[src/rtl/cpu_instr_loader.sv]
// Boot loader: unpacks a length-prefixed little-endian byte stream into 32-bit
// instruction memory writes and keeps the CPU in reset until the image is in.
module cpu_instr_loader #(
    parameter logic [15:0] BASE_ADDR = 16'h0000,
    parameter int          MEM_BYTES = 65536
) (
    input  logic        clk,
    input  logic        rst,
    input  logic        start,
    input  logic        in_valid,
    input  logic [7:0]  in_data,
    output logic        in_ready,
    output logic        wrt_en,
    output logic [15:0] wrt_addr,
    output logic [31:0] wrt_data,
    output logic        cpu_hold,
    output logic        load_done,
    output logic        err
);
    typedef enum logic [2:0] {HDR0, HDR1, DATA, DONE, ERR} state_t;

    localparam logic [18:0] LIMIT = 19'(MEM_BYTES);

    state_t      state;
    logic [15:0] n;
    logic [15:0] wcnt;
    logic [1:0]  lane;
    logic [23:0] pend;
    logic        last;
    logic        acc;
    logic [15:0] n_full;
    logic [18:0] end_addr;

    assign acc      = in_valid && in_ready;
    assign n_full   = {in_data, n[7:0]};
    // Widened so a large N can never wrap back under the limit.
    assign end_addr = {3'b000, BASE_ADDR} + {1'b0, n_full, 2'b00};

    always_ff @(posedge clk) begin
        if (rst) begin
            state     <= HDR0;
            in_ready  <= 1'b0;
            wrt_en    <= 1'b0;
            wrt_addr  <= BASE_ADDR;
            wrt_data  <= 32'h0;
            cpu_hold  <= 1'b1;
            load_done <= 1'b0;
            err       <= 1'b0;
            n         <= 16'h0;
            wcnt      <= 16'h0;
            lane      <= 2'd0;
            pend      <= 24'h0;
            last      <= 1'b0;
        end else begin
            wrt_en <= 1'b0;
            case (state)
                HDR0: begin
                    in_ready <= 1'b1;
                    if (acc) begin
                        n[7:0] <= in_data;
                        state  <= HDR1;
                    end
                end
                HDR1: if (acc) begin
                    n <= n_full;
                    if (n_full == 16'h0) begin
                        state    <= DONE;
                        in_ready <= 1'b0;
                    end else if (end_addr > LIMIT) begin
                        state    <= ERR;
                        in_ready <= 1'b0;
                        err      <= 1'b1;
                    end else begin
                        state <= DATA;
                        lane  <= 2'd0;
                        wcnt  <= 16'h0;
                    end
                end
                DATA: begin
                    // in_ready was dropped with the final byte, so the last
                    // write cycle cannot swallow bytes of a following image.
                    if (last) begin
                        state     <= DONE;
                        last      <= 1'b0;
                        load_done <= 1'b1;
                        cpu_hold  <= 1'b0;
                    end else if (acc) begin
                        lane <= lane + 2'd1;
                        case (lane)
                            2'd0: pend[7:0]   <= in_data;
                            2'd1: pend[15:8]  <= in_data;
                            2'd2: pend[23:16] <= in_data;
                            default: begin
                                wrt_en   <= 1'b1;
                                wrt_data <= {in_data, pend};
                                wrt_addr <= BASE_ADDR + {wcnt[13:0], 2'b00};
                                wcnt     <= wcnt + 16'd1;
                                if (wcnt == n - 16'd1) begin
                                    last     <= 1'b1;
                                    in_ready <= 1'b0;
                                end
                            end
                        endcase
                    end
                end
                DONE: begin
                    load_done <= 1'b1;
                    cpu_hold  <= 1'b0;
                    if (start) begin
                        state     <= HDR0;
                        load_done <= 1'b0;
                        cpu_hold  <= 1'b1;
                        in_ready  <= 1'b1;
                    end
                end
                ERR: if (start) begin
                    state    <= HDR0;
                    err      <= 1'b0;
                    in_ready <= 1'b1;
                end
                default: state <= HDR0;
            endcase
        end
    end
endmodule

[config.mk]
export PLATFORM = sky130hd
export DESIGN_NAME = cpu_instr_loader
export DESIGN_NICKNAME = d
export VERILOG_FILES = /design/src/rtl/cpu_instr_loader.sv
export SDC_FILE = /design/constraint.sdc
export NUM_CORES = 1
export LEC_CHECK = 0
export BUFFER_PORTS_ARGS = -buffer_cell sky130_fd_sc_hd__buf_2
export CAP_MARGIN = 20
export CORE_UTILIZATION = 55
export CTS_CLUSTER_SIZE = 14
export DETAILED_ROUTE_END_ITERATION = 8
export PLACE_DENSITY = 0.79
export SETUP_SLACK_MARGIN = 0.1
export SLEW_MARGIN = 30
export SYNTH_ARGS = -nofsm -noshare
export SYNTH_HDL_FRONTEND = slang
export SYNTH_SLANG_ARGS = --single-unit
export TNS_END_PERCENT = 30
[constraint.sdc]
create_clock -name clk -period 5.4 [get_ports clk]
set_input_delay 0.54 -clock clk [delete_from_list [all_inputs] [get_ports clk]]
set_output_delay 0.54 -clock clk [all_outputs]
set_load 0.1 [all_outputs]
# After elaboration in Yosys (flattened, before gate mapping)
# Index checks and enable logic that the tools add are counted.
[word_totals]
register_bits = 113
input_bits = 12
output_inout_bits = 53
elab_cells = 115
[classes]
addsub = 3
magnitude_cmp = 1
n_eq_ne = 20
n_mux = 47
bitwise_logic = 5
n_reduce_logical = 23
[op_table]
columns = ["cell", "count"]
rows = [
  ["2-to-1 mux 16 bit", 6],
  ["case mux 16 bit (2 select lines)", 1],
  ["inequality test 2 bit, second input constant", 11],
  ["2-to-1 mux 1 bit", 21],
  ["AND reduction 4 bit", 5],
  ["greater-than comparator 18 x 17 -> 1 bit, second input constant", 1],
  ["2-to-1 mux 3 bit", 6],
  ["adder 16 x 1 -> 16 bit, second input constant", 1],
  ["== test 16 bit", 1],
  ["logical NOT 16 bit", 1],
  ["case mux 8 bit (2 select lines)", 1],
  ["subtractor 16 x 1 -> 16 bit, second input constant", 1],
  ["case mux 3 bit (4 select lines)", 1],
  ["2-to-1 mux 2 bit", 5],
  ["2-to-1 mux 8 bit", 1],
  ["AND reduction 8 bit", 1],
  ["AND reduction 7 bit", 1],
  ["== test 3 x 2 -> 1 bit, second input constant", 2],
  ["case mux 1 bit (2 select lines)", 3],
  ["AND reduction 6 bit", 1],
  ["nonzero test 2 bit", 3],
  ["inverter 1 bit", 5],
  ["AND reduction 5 bit", 1],
  ["case mux 1 bit (4 select lines)", 1],
  ["17 further kinds", 18],
]

# Logic depth before layout (Yosys ltp)
# Gate-level depths: netlist (run 1).
[logic_depth]
ltp_word = 7
mapped_depth = 10
ltp_nobuf = 8

# Worst setup path before layout (run 1)
# No wires, ideal clock.
[synth_path]
path_type = "reg2reg"
start = "register in_ready"
end = "register wrt_data[30]"
setup_time_ns = 0.070
arrival_ns = 2.572
required_ns = 5.330
setup_slack_ns = 2.758
path_stages_with_launch = 8
path_buffers = 2
synth_period_minus_slack_ns = 2.642
path_cell_list = "dfxtp_1 > nand2_1 > nor4_1 > and2_1 > buf_2 > buf_1 > nand2_1 > a21oi_1"
[synth_via]
elab_chain_len = 2
[synth_rtl]
columns = ["element", "line", "source"]
rows = [
  ["start: declaration", "12", "output logic in_ready,"],
  ["start signal: assignment", "42", "in_ready <= 1'b0;"],
  ["start signal: assignment", "58", "in_ready <= 1'b1;"],
  ["start signal: assignment", "68", "in_ready <= 1'b0;"],
  ["logical AND 1 bit", "34", "assign acc = in_valid && in_ready;"],
  ["AND reduction 4 bit (no line)", "n/a", ""],
  ["end signal: assignment", "95", "wrt_data <= {in_data, pend};"],
  ["end: declaration", "15", "output logic [31:0] wrt_data,"],
]
# Every way passes these cells.
# A chain may end at the register's enable or synchronous reset.

# Worst setup path in the final report (run 1)
[layout_path]
start = "register n[4]"
end = "register wcnt[15]"
[layout_via]
elab_chain_len = 3
elab_cells_between_ends = 5
cone_classes = "1 x order compare; 2 x eq/ne; 2 x reduce/logical"
[layout_rtl]
columns = ["element", "line", "source"]
rows = [
  ["start: declaration", "25", "logic [15:0] n;"],
  ["start signal: assignment", "60", "n[7:0] <= in_data;"],
  ["start signal: assignment", "65", "n <= n_full;"],
  ["greater-than comparator 18 x 17 -> 1 bit or logical NOT 16 bit (tied branches)", "69, 66", ""],
  ["inequality test 2 bit (no line)", "n/a", ""],
  ["AND reduction 7 bit (no line) (*)", "n/a", ""],
  ["end signal: assignment", "97", "wcnt <= wcnt + 16'd1;"],
  ["end: declaration", "26", "logic [15:0] wcnt;"],
]
# Mark *: on every way between the ends. The rest lies on a longest branch, timed or not.

==> results.yml, run 1 <==
min_path:
  hold_path.class: "in2reg"
worst_setup_path:
  crit_buf_inv: 0
  crit_path_max_incr_delay_ns: 0.54
  cp_slowest_cell: "nor4_1"
  critPathKind: "reg2reg"
  crit_path_start_kind: "register"
  cp-end-kind: "register"
  cp.required_ns: 5.84
  cp_cell_sequence: "nor4_1 -> nand4b_1 -> a21oi_2 -> o2111ai_1 -> or3_1 -> a21oi_1"
  path_delay_family: "simple AND/OR/NAND/NOR gates"
  crit_fanout: 10
  cp.arrival_ns: 3.18
grt:
  antenna_found_initial: 0
  grt_max_degree: 96
  grt_overflow: 0
  grt_pass1_wl_um: 20400
  grt_use_total_pct: 26.5
  grt_pass1_vias: 4295
logic_synthesis:
  synth_edf_count: 0
  synth_top_family_by_area: "simple AND/OR/NAND/NOR gates"
  yosys.area_share.simple_pct: 22.6
  ys_types: 54
  synth_adder_area_share_pct: 1.76
  syn_area_per_cell_um2: 8.33
  ys_seq_area_share_pct: 45.5
  ys_seq_elements: 113
  synth-compound-area-share_pct: 14.5
  synth-async-reset-ratio_pct: 0
  syn_inst: 597
  synth_warnings: 0
  synth_area_um2: 4970
  synthXorXnorAreaFrac_pct: 3.70
  synth_flop_cell: "dfxtp_1"
  synth_mux_area_share_pct: 8.05
routing:
  vias: 4405
  wl_um: 12200
  wl_met3_um: 616
  routed-wl-met2_um: 6040
  wl_met1_um: 5270
  wire_per_inst_um: 15.8
  post-route-drc-count: 0
  drtPass1Iterations: 5
  routed_via_density: 5.74
  drt_iter0_markers: 251
  drtAntennaViolNets: 0
  top_layer_used: "met4"
placed_design:
  post-place-cells: 736
  dpl_cell_area_um2: 5300
  gp_congestion: 0.953
  place_ws_ns: 2.70
  place_hpwl_um: 7880
  portBuffers: 62
floorplanning:
  dieArea_um2: 9420
  io_pins: 65
  core_area_um2: 8720
  die_x_um: 97.1
  start_util_pct: 57.0
  fp.dieH_um: 97.1
  rows: 34
power:
  ir_drop_mv: 0.271
  switching_share_pct: 30.9
  switchingPower_mw: 0.767
  p_leak_nw: 2.62
  comb_power_share_pct: 18.7
  pwr-share-clk_pct: 44.4
  powerDensity_nw_per_um2: 421
  pwr-share-seq_pct: 36.9
  p_int_mw: 1.72
sta:
  tightestPinTransition_ns: 0.953
  setup_tns_ns: 0
  drv_slew: 0
  hold_viol_final: 0
  fin_skew_ns: 0.00928
  rsz0062_at_grt: "false"
  fmax_mhz: 364
  max_slew_margin_pct: 36.5
  period_share_pct: 50.8
  worst_slack_ns: 2.65
  setup_viol: 0
  period_minus_slack_ns: 2.75
cts:
  clockBufferDepth: 2
  clk_pin_slew_worst_paths_ns: 0.06
  clk_latency_ns: 0.51
  cts_buffers: 17
  cts_setup_buffers: 0
  cts_sinks: 113
  clockRootBuffer: "clkbuf_8"
  cts_tree: "yes"
  cts-htree-levels: 4
  cts_resized: 0
  postCtsHoldBufs: 0
layout:
  instances_no_fill: 768
  fin_nets: 666
  n_antenna_cell: 0
  drive_above_1_share_pct: 16.1
  final_cell_mix: "dfxtp_1 (113), nand2_1 (112), a21oi_1 (68)"
  fin_area_um2: 5890
  syn2layout_area_growth_pct: 18.5
  final_common_cell: "dfxtp_1"
status:
  outcome: "finished, final reports clean"
flow_run:
  cap_violations: 0
## per-layer routing
metal  GRT usage, %  vias up
met5              0        -
met4           9.76        0
met3           4.89       25
met2           46.0      147
met1           32.6     2077
li1               -     2156
## synthesized netlist by cell type (2+ instances only)
library cell | number | area, um2
dfxtp_1 | 113 | 2260
nand2_1 | 112 | 420
a21oi_1 | 68 | 340
nor2_1 | 67 | 251
mux2i_1 | 40 | 400
clkbuf_1 | 28 | 105
o21ai_0 | 18 | 90.1
xor2_1 | 13 | 114
or3_1 | 11 | 68.8
inv_1 | 9 | 33.8
nor4_1 | 9 | 56.3
xnor2_1 | 8 | 70.1
ha_1 | 7 | 87.6
and3_1 | 6 | 37.5
nor3_1 | 6 | 30.0
and2_1 | 5 | 31.3
nand3_1 | 5 | 25.0
o211ai_1 | 5 | 37.5
or4_1 | 5 | 37.5
nor2b_1 | 4 | 25.0
o2111ai_1 | 4 | 35.0
o21a_1 | 4 | 30.0
buf_1 | 3 | 11.3
nand2b_1 | 3 | 18.8
nand4_1 | 3 | 18.8
o211a_1 | 3 | 30.0
o31ai_1 | 3 | 22.5
a31oi_1 | 2 | 12.5
buf_2 | 2 | 10.0
buf_4 | 2 | 15.0
nor3b_1 | 2 | 15.0
o22ai_1 | 2 | 12.5
o32a_1 | 2 | 20.0
or2_2 | 2 | 12.5
or4_4 | 2 | 22.5
## logic make-up (layout without fill, tap and decap cells)
family | after synthesis | count (layout)
AOI/OAI and AO/OA | 122 | 122
xor gates and xnor gates | 21 | 21
adders and majority gates | 7 | 7
buffers and inverters | 45 | 107
DFF | 113 | 113
muxes | 40 | 40
other | 1 | 2
and+or+nand+nor | 248 | 248
## power by group through the flow
stage,Clock [mW],Combinational [mW],Sequential [mW]
after floorplan,0,0.344,0.948
after global placement,0,0.439,0.929
after detailed placement,0,0.448,0.931
after CTS,1.11,0.456,0.913
after global routing,1.15,0.509,0.923
final,1.10,0.465,0.916
## path summary, 6_finish.rpt
path | from | endpoint | slack (ns) | depth (start not counted)
worst min-delay path | in_data[4] | wrt_data[28] | 0.34 | 3
worst min register to register | wrt_addr[7] | wrt_addr[7] | 0.45 | 2
worst max-delay path | n[4] | wcnt[15] | 2.65 | 6
worst max register to register | n[4] | wcnt[15] | 2.65 | 6
## layout make-up
cell class	count	area (um2)
fillers	701	2830
multi-input cells	440	2530
flip-flops and latches	113	2260
clock buffers	17	414
repair buffers	66	340
clock inverters	15	173
well taps	108	135
inverters	9	33.8
## state kept, by name, summed over array words and instances, names as in the netlist, 2 cells and up
name	count
state	3
pend	24
n	16
wrt_data	32
lane	2
wrt_addr	14
wcnt	16
## metrics by stage
stage	hold WS [ns]	total power [mW]	util [%]
2_1_floorplan	0.432	1.29	-
3_3_place_gp	0.440	1.37	60.8
3_5_place_dp	0.445	1.38	60.8
4_1_cts	0.332	2.48	67.5
5_1_grt	0.352	2.58	67.5
6_report	0.344	2.48	67.5
## tightest hold or removal path, stage by stage
cell     delay [ns]
buf_2          0.15
nand2_1        0.07
a21oi_1        0.05
(Power assumes the default switching activity.)
==> inputs of run 2 (changes only) <==
- CORE_UTILIZATION: 55 -> 52
- PLACE_DENSITY: 0.79 -> 0.78
- clock period: 5.4 -> 2.27 ns (I/O delays scaled with it)
==> results.yml, run 2 (same netlist as run 1, synthesis figures left out) <==
floorplanning:
  dieArea_um2: 9960
  core_area_um2: 9240
  start_util_pct: 53.8
  io_pins: 65
  rows: 35
  die_x_um: 99.8
  fp.dieH_um: 99.8
routing:
  drtPass1Iterations: 5
  post-route-drc-count: 0
  drt_iter0_markers: 208
  drtAntennaViolNets: 0
  routed_via_density: 5.60
  wl_um: 14100
  vias: 4757
  wire_per_inst_um: 16.6
power:
  pwr-share-clk_pct: 42.2
  comb_power_share_pct: 24.9
  switchingPower_mw: 2.02
  switching_share_pct: 30.9
  powerDensity_nw_per_um2: 966
  pwr-share-seq_pct: 32.9
  p_int_mw: 4.52
  total_power_mw: 6.55
  p_leak_nw: 3.03
  ir_drop_mv: 0.637
grt:
  antenna_found_initial: 0
  grt_max_degree: 75
  grt_overflow: 0
  grt_pass1_vias: 4401
  grt_pass1_wl_um: 21800
  grt_use_total_pct: 28.3
worst_setup_path:
  path_delay_family: "simple AND/OR/NAND/NOR gates"
  crit_path_max_incr_delay_ns: 0.36
  cp_slowest_cell: "dfxtp_4"
  path_depth: 11
  worst-r2r-setup-slack_ns: -0.08
  cp.arrival_ns: 2.81
  crit_top_cell: "buf_6"
  reg2reg_from: "n[0]"
  cp-end-kind: "register"
  endpoint: "wcnt[15]"
  crit_path_start_kind: "register"
  crit_start: "n[0]"
  reg2reg_to: "wcnt[15]"
  rr_worst_depth: 11
  crit_buf_inv: 4
  crit_fanout: 5
  cp.required_ns: 2.73
  critPathKind: "reg2reg"
  cp_cell_sequence: "inv_4 -> buf_6 -> ha_4 -> nor4b_4 -> nand4b_1 -> buf_6 -> a21oi_4 -> o2111ai_4 -> buf_6 -> or3_4 -> a21oi_2"
sta:
  setup_viol: 8
  fmax_mhz: 426
  period_share_pct: 103
  tightestPinTransition_ns: 0.706
  hold_viol_final: 0
  fin_skew_ns: 0.0101
  period_minus_slack_ns: 2.35
  max_slew_margin_pct: 52.5
  worst_slack_ns: -0.0780
  rsz0062_at_grt: "true"
  drv_slew: 0
min_path:
  hold_path.class: "in2reg"
status:
  outcome: "finished, violations left"
  violations: "setup timing"
cts:
  cts_tree: "yes"
  clk_pin_slew_worst_paths_ns: 0.06
  clockRootBuffer: "clkbuf_8"
  cts_buffers: 17
  postCtsHoldBufs: 0
  clk_latency_ns: 0.53
  cts_sinks: 113
  cts-htree-levels: 4
  clockBufferDepth: 2
placed_design:
  gp_congestion: 0.907
  portBuffers: 62
  place_hpwl_um: 9140
  place_ws_ns: -0.197
  dpl_cell_area_um2: 5760
flow_run:
  cap_violations: 0
layout:
  top_register: "wrt_data"
  final_core_util_pct: 73.3
  syn2layout_area_growth_pct: 36.3
  final_cell_mix: "nand2_1 (107), dfxtp_1 (107), nor2_1 (64)"
  fill_cells: 661
  drive_above_1_share_pct: 29.0
  reg.largest.list: "wrt_data (32), pend (24)"
  register_area_um2: 2270
  largest_reg_flops: 32
  fin_area_um2: 6780
  n_antenna_cell: 0
  fin_nets: 727
  multi_input_area_um2: 2790
## run 2: cell count changes in the layout (fill, tap and decap cells not counted), sizes merged
cell    delta
clkinv     -1
clkbuf     +1
buf       +60
bufinv     +1
## run 2: worst min-delay path by stage
stage | endpoint | cells past startpoint | start | slack (ns)
2_1_floorplan | wrt_data[24] | 2 | in_data[0] | 0.36
3_3_place_gp | wrt_data[0] | 2 | pend[0] | 0.44
3_5_place_dp | wrt_data[23] | 2 | wrt_data[23] | 0.44
4_1_cts | cpu_hold | 5 | start | 0.09
5_1_grt | wrt_data[26] | 4 | in_data[2] | 0.12
6_report | cpu_hold | 5 | start | 0.11
## run 2: layer usage
layer	share of wire [%]	global-route usage [%]	vias to the layer above
met5	0	0	-
met2	50	48.3	151
li1	-	-	2282
met1	43	35.1	2294
met3	4.9	6.89	30
met4	2.1	9.62	0
## run 2: area by class of cell
class                           count  share of cell area (%)
Clock buffer                       17                    6.11
Inverter                            9                   0.572
Timing Repair Buffer              127                    13.2
Tap cell                          129                    2.38
Sequential cell                   113                    33.6
Multi-Input combinational cell    440                    41.2
Clock inverter                     15                    2.92
## run 2: what timing repair did
| item | CTS | global route |
|---|---|---|
| pin swaps | 23 | 24 |
| gates resized for setup | 28 | 41 |
| gates cloned | 1 | 1 |
| buffers inserted | 6 | 3 |
| endpoints found under the setup margin | 14 | 90 |
## run 2: worst min-delay path, stage by stage
cell and delay (ns):
buf_2 0.11, nand2_1 0.08, nor2_1 0.09, nor2_1 0.06
nand2_1 0.05
## run 2: power by group through the flow
stage	combinational [mW]	sequential, mW	clock [mW]
after floorplan	0.828	2.26	0
after global placement	1.32	2.18	0
after detailed placement	1.33	2.18	0
after CTS	1.46	2.15	2.80
after global routing	1.74	2.16	2.89
final	1.63	2.15	2.76
## run 2: stage by stage
step	hold slack, ns	std cells	TNS, ns
floorplan	0.363	598	-0.0348
global placement	0.438	807	-0.179
detailed placement	0.443	807	-0.684
CTS	0.0932	846	-0.0905
global route	0.118	850	-1.09
finish	0.110	850	-0.243
==> inputs of run 3 (changes only) <==
- CAP_MARGIN: 20 -> 10
- CORE_UTILIZATION: 52 -> 45
- PLACE_DENSITY: 0.78 -> 0.69
==> results.yml, run 3 (same netlist as run 1, synthesis figures left out) <==
status:
  outcome: "finished, violations left"
  violations: "setup timing"
power:
  switching_share_pct: 29.8
  powerDensity_nw_per_um2: 963
  switchingPower_mw: 1.95
  pwr-share-seq_pct: 33.2
  pwr-share-clk_pct: 41.3
  p_int_mw: 4.59
  comb_power_share_pct: 25.6
  ir_drop_mv: 0.571
  p_leak_nw: 3.03
worst_setup_path:
  crit_path_max_incr_delay_ns: 0.34
  cp.arrival_ns: 2.80
  crit_path_start_kind: "register"
  crit_fanout: 5
  cp_slowest_cell: "dfxtp_2"
  crit_top_cell: "buf_6"
  cp_cell_sequence: "inv_2 -> buf_6 -> ha_4 -> nor4b_4 -> nand4b_1 -> buf_4 -> o32a_1 -> buf_6 -> o2111ai_4 -> buf_6 -> or3_4 -> a21oi_2"
  cp-end-kind: "register"
  critPathKind: "reg2reg"
  cp.required_ns: 2.72
floorplanning:
  die_x_um: 107
  dieArea_um2: 11500
  fp.dieH_um: 107
  io_pins: 65
  start_util_pct: 46.1
  core_area_um2: 10800
  rows: 38
grt:
  grt_pass1_wl_um: 21600
  antenna_found_initial: 0
  grt_use_total_pct: 24.4
  grt_pass1_vias: 4473
  grt_max_degree: 47
  grt_overflow: 0
sta:
  period_minus_slack_ns: 2.35
  setup_tns_ns: -0.192
  worst_slack_ns: -0.0809
  fmax_mhz: 425
  hold_viol_final: 0
  rsz0062_at_grt: "true"
  fin_skew_ns: 0.00649
  period_share_pct: 104
  tightestPinTransition_ns: 0.687
  whs_ns: 0.0676
  drv_slew: 0
  setup_viol: 11
  max_slew_margin_pct: 53.8
cts:
  cts_tree: "yes"
  clk_pin_slew_worst_paths_ns: 0.06
  clk_latency_ns: 0.53
  cts_sinks: 113
  cts_buffers: 17
  cts-htree-levels: 4
  clockRootBuffer: "clkbuf_8"
  clockBufferDepth: 2
layout:
  fill_cells: 877
  final_common_cell: "nand2_1"
  final_core_util_pct: 62.9
  register_area_um2: 2270
  fin_nets: 732
  multi_input_area_um2: 2780
  final_cell_mix: "nand2_1 (109), dfxtp_1 (106), nor2_1 (65)"
  top_register: "wrt_data"
  n_antenna_cell: 0
  drive_above_1_share_pct: 29.3
  reg.largest.list: "wrt_data (32), pend (24)"
  syn2layout_area_growth_pct: 36.5
  largest_reg_flops: 32
routing:
  routed_via_density: 5.37
  drtPass1Iterations: 5
  wire_per_inst_um: 15.7
  post-route-drc-count: 0
  drt_iter0_markers: 226
  vias: 4650
  wl_um: 13600
  drtAntennaViolNets: 0
placed_design:
  gp_congestion: 0.958
  place_hpwl_um: 9000
  portBuffers: 62
flow_run:
  cap_violations: 0
min_path:
  hold_path.class: "in2reg"
-- run 3: timing repair --
action	in CTS	in global routing
gates resized for setup	47	29
hold buffers	1	0
setup buffers	9	6
endpoints found under the setup margin	20	77
cloned	2	0
pin swaps	31	27
endpoints found under the hold margin	5	0
-- run 3: final cells by class --
| cell class | instances | share of cell area (%) |
|---|---|---|
| clock buffers | 18 | 6.31 |
| well taps | 140 | 2.58 |
| repair buffers | 132 | 13.5 |
| clock inverters | 14 | 2.64 |
| flip-flops and latches | 113 | 33.5 |
| inverters | 9 | 0.535 |
| multi-input cells | 440 | 40.9 |
-- run 3: through the flow --
step	total power [mW]	instance area, um2	instances	setup slack [ns]
2_1_floorplan	3.09	4990	598	-0.0348
3_3_place_gp	3.50	5740	817	-0.0966
3_5_place_dp	3.52	5740	817	-0.153
4_1_cts	6.46	6630	860	-0.0339
5_1_grt	6.79	6790	866	-0.181
6_report	6.53	6790	866	-0.0809
-- run 3: worst max-delay path, delay by kind of cell, from the launching register on --
kind / cells / cell delay, ns
AND/OR/NAND/NOR: 3 / 0.61
buffers and inverters: 5 / 0.62
adder cells (fa/ha/maj): 1 / 0.14
flip-flops: 1 / 0.34
AO/OA/AOI/OAI: 3 / 0.56
-- run 3: final timing paths --
path	from	end	slack [ns]	depth (start not counted)
worst max-delay path	n[1]	wcnt[11]	-0.08	12
worst min-delay path	in_data[6]	wrt_data[30]	0.07	3
worst max register to register	n[1]	wcnt[11]	-0.08	12
worst min register to register	wrt_addr[10]	wrt_addr[10]	0.45	2
-- run 3: power by group through the flow --
| stage | clock [mW] | sequential [mW] | combinational [mW] |
|---|---|---|---|
| 2_1_floorplan | 0 | 2.26 | 0.828 |
| 4_1_cts | 2.73 | 2.16 | 1.57 |
| 6_report | 2.70 | 2.17 | 1.67 |
| 3_5_place_dp | 0 | 2.20 | 1.32 |
| 3_3_place_gp | 0 | 2.19 | 1.31 |
| 5_1_grt | 2.81 | 2.18 | 1.80 |
-- run 3: metal layers --
| layer | wire length [um] | GRT usage (%) |
|---|---|---|
| met3 | 629 | 5.71 |
| met4 | 216 | 11.3 |
| met1 | 6020 | 30.5 |
| met5 | 0 | 0 |
| met2 | 6710 | 39.9 |
